===== src/rtl/fifo_drain_pkg.sv =====
// Shared types and constants for the FIFO drain framer and its skid buffer.
package fifo_drain_pkg;

   typedef enum logic {
      S_DATA = 1'b0,
      S_CSUM = 1'b1
   } drain_state_t;

   localparam int SKID_DEPTH = 4;
   localparam int DW_DEF     = 32;
   localparam int OCC_W      = 3;
   localparam int PTR_W      = 2;

   // Words held plus the one possibly in flight from the FIFO.
   function automatic logic [3:0] credit_used(input logic [OCC_W-1:0] occ,
                                              input logic             pend);
      return {1'b0, occ} + {3'b000, pend};
   endfunction

endpackage


===== src/rtl/drain_skid_buf.sv =====
// Four-entry circular buffer absorbing the FIFO's registered read latency.
// Head word is visible combinationally on dout; push and pop may coincide.
module drain_skid_buf
   import fifo_drain_pkg::*;
#(
   parameter int DW = DW_DEF
) (
   input  logic             Clk,
   input  logic             Rst_n,
   input  logic             push,
   input  logic [DW-1:0]    din,
   input  logic             pop,
   output logic [DW-1:0]    dout,
   output logic [OCC_W-1:0] occ
);

   logic [DW-1:0]    r_mem [SKID_DEPTH];
   logic [PTR_W-1:0] r_wr_ptr;
   logic [PTR_W-1:0] r_rd_ptr;
   logic [OCC_W-1:0] r_occ;

   always_ff @(posedge Clk or negedge Rst_n) begin
      if (!Rst_n) begin
         for (int i = 0; i < SKID_DEPTH; i++) begin
            r_mem[i] <= '0;
         end
      end else if (push) begin
         r_mem[r_wr_ptr] <= din;
      end
   end

   always_ff @(posedge Clk or negedge Rst_n) begin
      if (!Rst_n) begin
         r_wr_ptr <= '0;
         r_rd_ptr <= '0;
         r_occ    <= '0;
      end else begin
         if (push) begin
            r_wr_ptr <= r_wr_ptr + 1'b1;
         end
         if (pop) begin
            r_rd_ptr <= r_rd_ptr + 1'b1;
         end
         case ({push, pop})
            2'b10:   r_occ <= r_occ + 1'b1;
            2'b01:   r_occ <= r_occ - 1'b1;
            default: r_occ <= r_occ;
         endcase
      end
   end

   assign dout = r_mem[r_rd_ptr];
   assign occ  = r_occ;

endmodule


===== src/rtl/fifo_drain_framer.sv =====
// Pops words from a synchronous FIFO and emits fixed-length frames of
// BURST_LEN data words followed by an XOR checksum word tagged last.
module fifo_drain_framer
   import fifo_drain_pkg::*;
#(
   parameter int DW        = DW_DEF,
   parameter int BURST_LEN = 4,
   parameter int FCNT_W    = 16
) (
   input  logic              Clk,
   input  logic              Rst_n,
   input  logic              enable,
   input  logic              fifo_empty,
   input  logic [DW-1:0]     fifo_data,
   output logic              fifo_rd,
   output logic              fifo_en,
   output logic [DW-1:0]     m_data,
   output logic              m_valid,
   input  logic              m_ready,
   output logic              m_last,
   output logic [FCNT_W-1:0] frames_sent,
   output logic              busy
);

   localparam int              WC_W    = $clog2(BURST_LEN + 1);
   localparam logic [WC_W-1:0] WC_LAST = WC_W'(BURST_LEN - 1);

   drain_state_t      r_state;
   drain_state_t      w_state_next;
   logic              r_fifo_en;
   logic              r_rd_pend;
   logic [DW-1:0]     r_csum;
   logic [WC_W-1:0]   r_word_cnt;
   logic [FCNT_W-1:0] r_frames;

   logic [OCC_W-1:0]  w_occ;
   logic [DW-1:0]     w_head;
   logic              w_pop;
   logic              w_credit_ok;
   logic              w_fifo_rd;

   drain_skid_buf #(
      .DW (DW)
   ) u_skid (
      .Clk   (Clk),
      .Rst_n (Rst_n),
      .push  (r_rd_pend),
      .din   (fifo_data),
      .pop   (w_pop),
      .dout  (w_head),
      .occ   (w_occ)
   );

   // Count the in-flight word as occupied so the buffer can never overflow.
   assign w_credit_ok = credit_used(w_occ, r_rd_pend) < 4'(SKID_DEPTH);
   assign w_fifo_rd   = r_fifo_en & enable & ~fifo_empty & w_credit_ok;
   assign fifo_rd     = w_fifo_rd;
   assign fifo_en     = r_fifo_en;

   always_ff @(posedge Clk or negedge Rst_n) begin
      if (!Rst_n) begin
         r_fifo_en <= 1'b0;
         r_rd_pend <= 1'b0;
      end else begin
         r_fifo_en <= 1'b1;
         r_rd_pend <= w_fifo_rd;
      end
   end

   always_ff @(posedge Clk or negedge Rst_n) begin
      if (!Rst_n) begin
         r_state <= S_DATA;
      end else begin
         r_state <= w_state_next;
      end
   end

   always_comb begin
      w_state_next = r_state;
      m_valid      = 1'b0;
      m_data       = w_head;
      m_last       = 1'b0;
      w_pop        = 1'b0;
      case (r_state)
         S_DATA: begin
            m_valid = (w_occ != '0);
            m_data  = w_head;
            if ((w_occ != '0) && m_ready) begin
               w_pop = 1'b1;
               if (r_word_cnt == WC_LAST) begin
                  w_state_next = S_CSUM;
               end
            end
         end
         S_CSUM: begin
            m_valid = 1'b1;
            m_data  = r_csum;
            m_last  = 1'b1;
            if (m_ready) begin
               w_state_next = S_DATA;
            end
         end
         default: begin
            w_state_next = S_DATA;
         end
      endcase
   end

   always_ff @(posedge Clk or negedge Rst_n) begin
      if (!Rst_n) begin
         r_csum     <= '0;
         r_word_cnt <= '0;
         r_frames   <= '0;
      end else begin
         if (w_pop) begin
            r_csum     <= r_csum ^ w_head;
            r_word_cnt <= (r_word_cnt == WC_LAST) ? '0 : r_word_cnt + 1'b1;
         end
         if ((r_state == S_CSUM) && m_ready) begin
            r_csum   <= '0;
            r_frames <= r_frames + 1'b1;
         end
      end
   end

   assign frames_sent = r_frames;
   assign busy        = (r_state == S_CSUM) | (r_word_cnt != '0) | (w_occ != '0) | r_rd_pend;

endmodule


===== config.mk =====
export PLATFORM = sky130hd
export DESIGN_NAME = fifo_drain_framer
export DESIGN_NICKNAME = d
export VERILOG_FILES = /design/src/rtl/fifo_drain_pkg.sv /design/src/rtl/drain_skid_buf.sv /design/src/rtl/fifo_drain_framer.sv
export SDC_FILE = /design/constraint.sdc
export NUM_CORES = 1
export LEC_CHECK = 0
export ABC_CLOCK_PERIOD_IN_PS = 2900
export CAP_MARGIN = 20
export CORE_ASPECT_RATIO = 1.75
export CORE_MARGIN = 2
export CORE_UTILIZATION = 35
export DETAILED_ROUTE_END_ITERATION = 6
export GPL_ROUTABILITY_DRIVEN = 0
export GPL_TIMING_DRIVEN = 0
export SYNTH_ARGS = -nofsm -noshare
export SYNTH_HDL_FRONTEND = slang
export SYNTH_SLANG_ARGS = --single-unit

===== constraint.sdc =====
create_clock -name Clk -period 2.9 [get_ports Clk]
set_clock_uncertainty 0.2 [all_clocks]
set_input_delay 0.29 -clock Clk [delete_from_list [all_inputs] [get_ports Clk]]
set_output_delay 0.29 -clock Clk [all_outputs]
set_load 0.01 [all_outputs]

==> results.txt, run 1 <==
The adder-cell area share of the yosys netlist came out at under 10%. The distinct cell type count of the synthesized netlist is 34. The total clock sinks is 189.

The aggregate global-route resource usage came out at between 10% and 20%. The smallest hold slack came out at 0.203 ns. The critical path in this run is classified as register to primary output. The run finished with clean final reports. The switching power total is between 4 and 5 mW.

The wire length of the first global-routing pass came out at slightly above 30000 µm. The placeable core area is between 20000 and 25000 µm². The initial core utilization came out at a little over a third. The area growth from synthesis to final layout is 22.9%. The synthesized netlist occupies a cell area of 8670 µm². By count the netlist is led by dfrtp_1, nand2_1, mux2_2. The tightest min-delay check is of the input port to register type.

For this block, the routed nets add up to just under 20000 µm of wire. The number of fill cells in the layout is between 2k and 2.5k. After layout, the minimum clock period comes to around 2.8 ns.

The net count of the finished layout is between 800 and 900. The fraction of final layout cells sized beyond drive strength 1 is approximately 28%. After synthesis, the largest family of logic cells by area is multiplexers.

VDD sags by at most ~0.51 mV. The part of the total power dissipated in sequential elements came out at a little under two fifths. Multiplexer cells account for between 20 and 30% of the synthesized area. Across the whole layout, storage elements account for ~4700 µm². The final count of pins violating max slew is 0.

The total number of H-tree levels is 4. The clock network burns a little under a fifth of the power. Yosys mapped a number of flops with a built-in enable equal to 0.

The period utilization came out at between 90% and 100%. In this run the horizontal extent of the chip is between 100 and 150 µm. The most used flip-flop cell after synthesis is dfrtp_1. The initial antenna violation count is 0. The number of diodes is 0. The leftover overflow at the end of global routing is 0. Setup repair after global routing left no endpoint under its margin. Timing would allow up to between 0.3 and 0.4 GHz. The switching portion of total power is about a third.

In this run, the number of DRC markers left after iteration 0 of detailed routing was 210. The final route contains 5464 vias. The post-route DRC violation count is 0. The count of buffers from port buffering is between 80 and 90. For this run, the detailed router's first-pass iteration total came to 4. Among all cell types in the netlist, the one instantiated most often is dfrtp_1.

STA classifies the critical path startpoint as a register. The post-synthesis sequential area ratio came out at between 50 and 60%. The final core utilization is between 40% and 50%.

The combinational fraction of design power is between 40% and 50%. Of all nets on the critical path, the largest fanout is 10. Clock latency on the worst-skew pair, taken at its later pin, is around 0.44 ns.

The largest net degree at the start of global routing is approximately 100. The worst setup path is captured at a primary output. The XOR/XNOR share of the synthesized area is under 10%. The via count of the first global-routing pass is between 5k and 6k.

The number of top-level pins is 90. The mean number of vias per cell is between 4 and 5. The synthesized area per cell is 12.6 µm². The arrival time at the worst endpoint is about 2.3 ns.

In this run the static leakage power is between 4 and 5 nW. The clock tree buffer depth came out at 2. The area enclosed by the die boundary came out at 26100 µm².

The clock edge transition at the registers on the reported setup and hold paths is about 0.070 ns. Yosys attributes the largest share of cell area to dfrtp_1, mux2_2, nand2_1. The design internal power came out at 8.14 mW. The transition at the pin with the smallest max-transition slack is ~0.79 ns.

The top cell type's share of synthesized area is 54.6%. Setup violations remaining at the end of the flow were counted as 0. The number of flip-flops and latches in the synthesized netlist is ~190. The setup slack of the worst register-to-register path came out at 0.31 ns. The post-synthesis share of cell area spent on and, or, nand and nor gates is between 9 and 10%. The proportion of register bits with asynchronous set or reset after synthesis is 100%. The required time of the worst setup path is 2.41 ns. The final hold violation count is 0. The share of the synthesized area in compound gates (AO/OA/AOI/OAI) came out at roughly 2.1%.

The power consumption is about 12 mW. The number of nets handed over by synthesis was between 700 and 800. The number of rows in the core area came out at 76. Max-cap violations in this run came to 0. The multi-input combinational cells in the finished layout cover a total of 3680 µm². The cell sitting at the root of the clock tree is a clkbuf_16. The CTS tree is built. The die is 212 µm tall. The half-perimeter wire length after detailed placement came out at 13500 µm.

The count of yosys warnings during synthesis is 0. The synthesized design spends more area on one cell type than any other, namely dfrtp_1. The max-slew headroom at the worst pin came out at between 40 and 50%. In this run, CTS created clock tree buffers numbering 17.

The number of antenna-violating nets in the routed design came out at 0. The power density normalized to cell area came out at ~1200 nW/µm². The cell count after synthesis came out at between 600 and 700. Dividing the detail-routed wire length by the instance count gives around 17 µm.
[sequential cells by signal (all words and copies together) (netlist names)]
| register | count |
|---|---|
| frames_sent | 16 |
| fifo_en | 1 |
| r_rd_pend | 1 |
| u_skid.occ | 3 |
| u_skid.r_mem | 128 |
| r_state | 1 |
| r_csum | 32 |
| u_skid.r_wr_ptr | 2 |
| u_skid.r_rd_ptr | 2 |
| r_word_cnt | 3 |
[placed cells by master (no fill, tap or decap), types with 17 or more instances in the layout]
cell type,instances
dfrtp_1,188
nand2_1,158
mux2_2,128
clkdlybuf4s50_1,79
o21ai_0,31
xor2_1,30
mux4_2,29
nor2_1,27
buf_2,17
clkbuf_16,17
[cells by family after synthesis]
group / Yosys count
simple gates: 207
flops: 189
mux: 162
buf+inv: 47
xor+xnor: 39
compound gates: 35
fa+ha+maj: 9
other cells: 1
[metal layers]
metal	vias to the layer above	part of all wire (%)	GRT usage [%]	wire, µm
met3	28	3.3	3.11	632
met2	92	53	28.3	10300
met5	-	0	0	0
met4	0	2.4	6.38	456
met1	2752	41	18.0	7990
li1	2592	-	-	-
[critical path: stages (launching register included)]
cell and delay (ns):
dfrtp_1 0.36, buf_8 0.17, buf_12 0.17, mux4_2 0.53, nand2_1 0.08, nand2_1 0.09
clkdlybuf4s50_1 0.49
[stage by stage]
step           setup TNS, ns  worst slack [ns]  std cells  instance area [µm²]
6_report                   0            0.0810       1125                10700
5_1_grt                    0          0.000913       1125                10700
4_1_cts                    0          0.000402       1123                10600
3_5_place_dp           -1.20            -0.270       1091                 9980
3_3_place_gp        -1296.02             -6.87       1090                 9950
2_1_floorplan              0             0.586        689                 8670
[final cells by class]
cell class | instances | share of cell area [%]
flip-flops and latches | 189 | 44.4
multi-input cells | 453 | 34.6
well taps | 312 | 3.67
inverters | 10 | 0.352
clock inverters | 14 | 1.39
plain buffers | 36 | 2.35
repair buffers | 93 | 9.12
clock buffers | 18 | 4.12
[power groups by stage]
stage          clock network (mW)  registers [mW]  logic, mW
6_report                     2.34            4.58       5.43
2_1_floorplan                   0            4.40       3.52
4_1_cts                      2.40            4.58       5.52
5_1_grt                      2.52            4.74       6.01
3_3_place_gp                    0            4.57       5.34
3_5_place_dp                    0            4.61       5.44
[path summary, 6_finish.rpt]
check / startpoint / to / cells past startpoint
min reg2reg: frames_sent[15]$_DFFE_PN0P_ / frames_sent[15]$_DFFE_PN0P_ / 1
min: enable / r_rd_pend$_DFF_PN0_ / 3
max in group asynchronous: Rst_n / r_csum[26]$_DFFE_PN0P_ / 3
min in group asynchronous: Rst_n / u_skid.r_mem[49]$_DFFE_PN0P_ / 2
max reg2reg: r_state$_DFF_PN0_ / u_skid.occ[2]$_DFFE_PN0P_ / 9
max: u_skid.r_rd_ptr[0]$_DFFE_PN0P_ / m_data[11] / 6
[what timing repair did]
item | in CTS | in global routing
buffers inserted | 0 | 2
pin swaps | 0 | 0
endpoints found under the setup margin | 32 | 27
hold buffers | 1 | 0
gates resized for setup | 17 | 22
hold endpoints to repair | 99 | 0
Power figures use the tool's default switching activity.
==> run 2: changes to the inputs <==
--- a/config.mk
+++ b/config.mk
@@ -10,9 +10,11 @@
 export CORE_ASPECT_RATIO = 1.75
 export CORE_MARGIN = 2
 export CORE_UTILIZATION = 35
+export CTS_BUF_LIST = sky130_fd_sc_hd__clkbuf_4
 export DETAILED_ROUTE_END_ITERATION = 6
 export GPL_ROUTABILITY_DRIVEN = 0
 export GPL_TIMING_DRIVEN = 0
+export SKIP_LAST_GASP = 1
 export SYNTH_ARGS = -nofsm -noshare
 export SYNTH_HDL_FRONTEND = slang
 export SYNTH_SLANG_ARGS = --single-unit
==> run 2 against run 1 <==
Against the previous run: power fell by 8.4%; cell area decreased by 2.4%; global-route usage shrank 0.066 points; clock-buffer cell count fell by 1.
==> results.txt, run 2 (same netlist as run 1, synthesis figures left out) <==
Outcome: completed (unchanged). The leakage power of the design is 4.61 nW (was 4.70 nW). The half-perimeter wire length after detailed placement is 13500 µm (unchanged).

The minimum setup slack after placement was -0.270 ns (unchanged). The clock edge transition at the registers on the reported setup and hold paths is 0.15 ns (was 0.07 ns). Unrepaired setup endpoints after global routing: true (was false). The post-route DRC violation count came out at 0 (unchanged). The cell at the root of the clock tree is clkbuf_4 (was clkbuf_16). The total number of nets in the final design is 858 (was 846). The slack of the critical path is 0.0943 ns (was 0.0810 ns). The area growth from synthesis to final layout is 20.0% (was 22.9%). The die span in x is 123 µm (unchanged). The largest net degree at the start of global routing came out at 101 (unchanged). The total number of H-tree levels came to 4 (unchanged). The number of failing setup endpoints in the final timing report came out at 0 (unchanged). The placeable core area came to 24400 µm² (unchanged).

The maximum VDD drop is 0.489 mV (was 0.510 mV). The mean number of vias per cell came out at 4.83 (was 4.86). The critical-path maximum fanout came out at 7 (was 10). The max-slew headroom at the worst pin came out at 47.4% (was 47.6%). The number of rows in the core area came out at 76 (unchanged).

The fraction of final layout cells sized beyond drive strength 1 came to 29.5% (was 28.3%). The total clock sinks came out at 189 (unchanged). The required time of the worst setup path is 2.41 ns (about the same). The detailed-routed wire length on met3 is 581 µm (was 632 µm).

The number of antenna-violating nets in the routed design is 0 (unchanged). The number of optimization iterations in the first detailed-route pass came out at 4 (unchanged). The transition at the pin with the smallest max-transition slack came out at 0.789 ns (was 0.786 ns). The commonest non-fill, non-tap cell in the layout is dfrtp_1 (unchanged). The worst setup path category is register to primary output (unchanged). The startpoint type of the worst setup path is a register (unchanged). The clock tree buffer depth came out at 2 (unchanged). The CTS tree is built (unchanged). The number of maximum-capacitance constraint violations came out at 0 (unchanged).

The final critical-path required period is 2.81 ns (was 2.82 ns). The area enclosed by the die boundary came out at 26100 µm² (unchanged). The final core utilization came out at 42.5% (was 43.6%). The via count of the first global-routing pass is 5763 (was 5767). The top achievable clock speed was 0.356 GHz (was 0.355 GHz). The path type of the worst min-delay path was input port to asynchronous set/reset pin (was input port to register). The period utilization is 96.7% (was 97.2%). The wire length reported by the detailed router is 19400 µm (about the same). The total number of vias came out at 5495 (was 5464). The count of buffers from port buffering came out at 89 (unchanged). The setup total negative slack was 0 ns (unchanged). The placement-stage cell area came to 9980 µm² (unchanged). The leftover overflow at the end of global routing is 0 (unchanged). Leading cell types in the layout, fill and taps excluded: dfrtp_1, nand2_1, mux2_2 (unchanged). The floorplan die height came out at 212 µm (unchanged).

The final design instance area without fill came to 10400 µm² (was 10700 µm²). The total met2 wirelength after detailed routing was 10500 µm (was 10300 µm). The met1 layer wirelength in the final routing came to 8050 µm (was 7990 µm). The final count of pins violating max slew came out at 0 (unchanged). The register bank with the most flops is u_skid.r_mem (unchanged). The initial antenna violation count came out at 1 (was 0). The power density normalized to cell area came to 1090 nW/µm² (was 1160 nW/µm²).

The clock latency at the later pin of the worst-skew pair came to 0.58 ns (was 0.44 ns). The type of destination of the critical path is a primary output (unchanged). The flip-flop count of the largest register after layout came out at 128 (unchanged). The number of top-level pins came out at 90 (unchanged). The uppermost signal routing layer after detailed routing was met4 (unchanged). The initial core utilization came out at 35.5% (unchanged). The average wire per cell in the routed design is 17.1 µm (was 17.2 µm). The arrival time at the worst endpoint came out at 2.32 ns (was 2.33 ns).

The aggregate global-route resource usage was 15.7% (was 15.8%). The final hold violation count is 0 (unchanged). The total CTS buffers is 17 (unchanged). The number of design-rule violations left by the first detailed-router iteration came out at 203 (was 210). The wire length of the first global-routing pass is 30700 µm (about the same).
## run 2: changes by cell type in the layout (fill, tap and decap cells not counted), moves of 2 or more
cell             change
clkbuf_16           -17
dlygate4sd2_1       +23
clkdlybuf4s15_1      +4
dlymetal6s2s_1       -5
buf_6                +2
clkdlybuf4s50_1     -23
buf_4               +10
clkbuf_4            +16
## run 2: stage by stage
step / hold WS, ns / total power, mW / cells
after floorplan: -0.206 / 7.92 / 689
after global placement: 0.264 / 9.91 / 1090
after detailed placement: 0.185 / 10.1 / 1091
after CTS: 0.0828 / 11.4 / 1133
after global routing: 0.0780 / 12.2 / 1138
final: 0.116 / 11.3 / 1138
## run 2: path summary, 6_finish.rpt
kind	startpoint	to	slack [ns]	depth (start not counted)
setup / recovery	u_skid.r_rd_ptr[0]$_DFFE_PN0P_	m_data[27]	0.09	7
max in group asynchronous	Rst_n	r_state$_DFF_PN0_	1.45	3
min in group Clk	fifo_empty	r_rd_pend$_DFF_PN0_	0.14	4
hold / removal	Rst_n	u_skid.r_mem[49]$_DFFE_PN0P_	0.12	2
hold reg to reg	frames_sent[15]$_DFFE_PN0P_	frames_sent[15]$_DFFE_PN0P_	0.29	1
setup reg to reg	u_skid.occ[0]$_DFFE_PN0P_	u_skid.occ[2]$_DFFE_PN0P_	0.36	9
## run 2: cell type report
class	instances	area [µm²]
Inverter	10	41.3
Antenna cell	1	2.50
Fill cell	2297	14000
Sequential cell	189	4730
Clock inverter	15	151
Multi-Input combinational cell	453	3680
Timing Repair Buffer	105	1020
Buffer	36	256
Tap cell	312	390
Clock buffer	17	128
## run 2: routing by layer
layer | vias to the layer above | GRT usage (%)
li1 | 2610 | -
met1 | 2789 | 18.1
met2 | 79 | 28.2
met3 | 17 | 3.03
met4 | 0 | 5.95
met5 | - | 0
## run 2: power by group
| part | switching (mW) | internal [mW] | total, mW | leakage [nW] |
|---|---|---|---|---|
| combinational | 2.44 | 2.87 | 5.30 | 2.21 |
| clock | 0.983 | 0.456 | 1.44 | 0.148 |
| sequential | 0.706 | 3.87 | 4.57 | 2.26 |
## run 2: repair_timing
action	4_1_cts	5_1_grt
hold buffers	2	0
gates resized for setup	53	16
setup buffers	9	4
setup endpoints to repair	34	15
hold endpoints to repair	100	0
gates cloned	0	0
## run 2: worst max-delay path, cell delays in order, from the launching register on
cell and delay, ns:
dfrtp_1 0.37, buf_6 0.15, buf_12 0.13, buf_4 0.16, mux4_2 0.53, nand2_1 0.08, nand2_1 0.05, dlygate4sd2_1 0.27
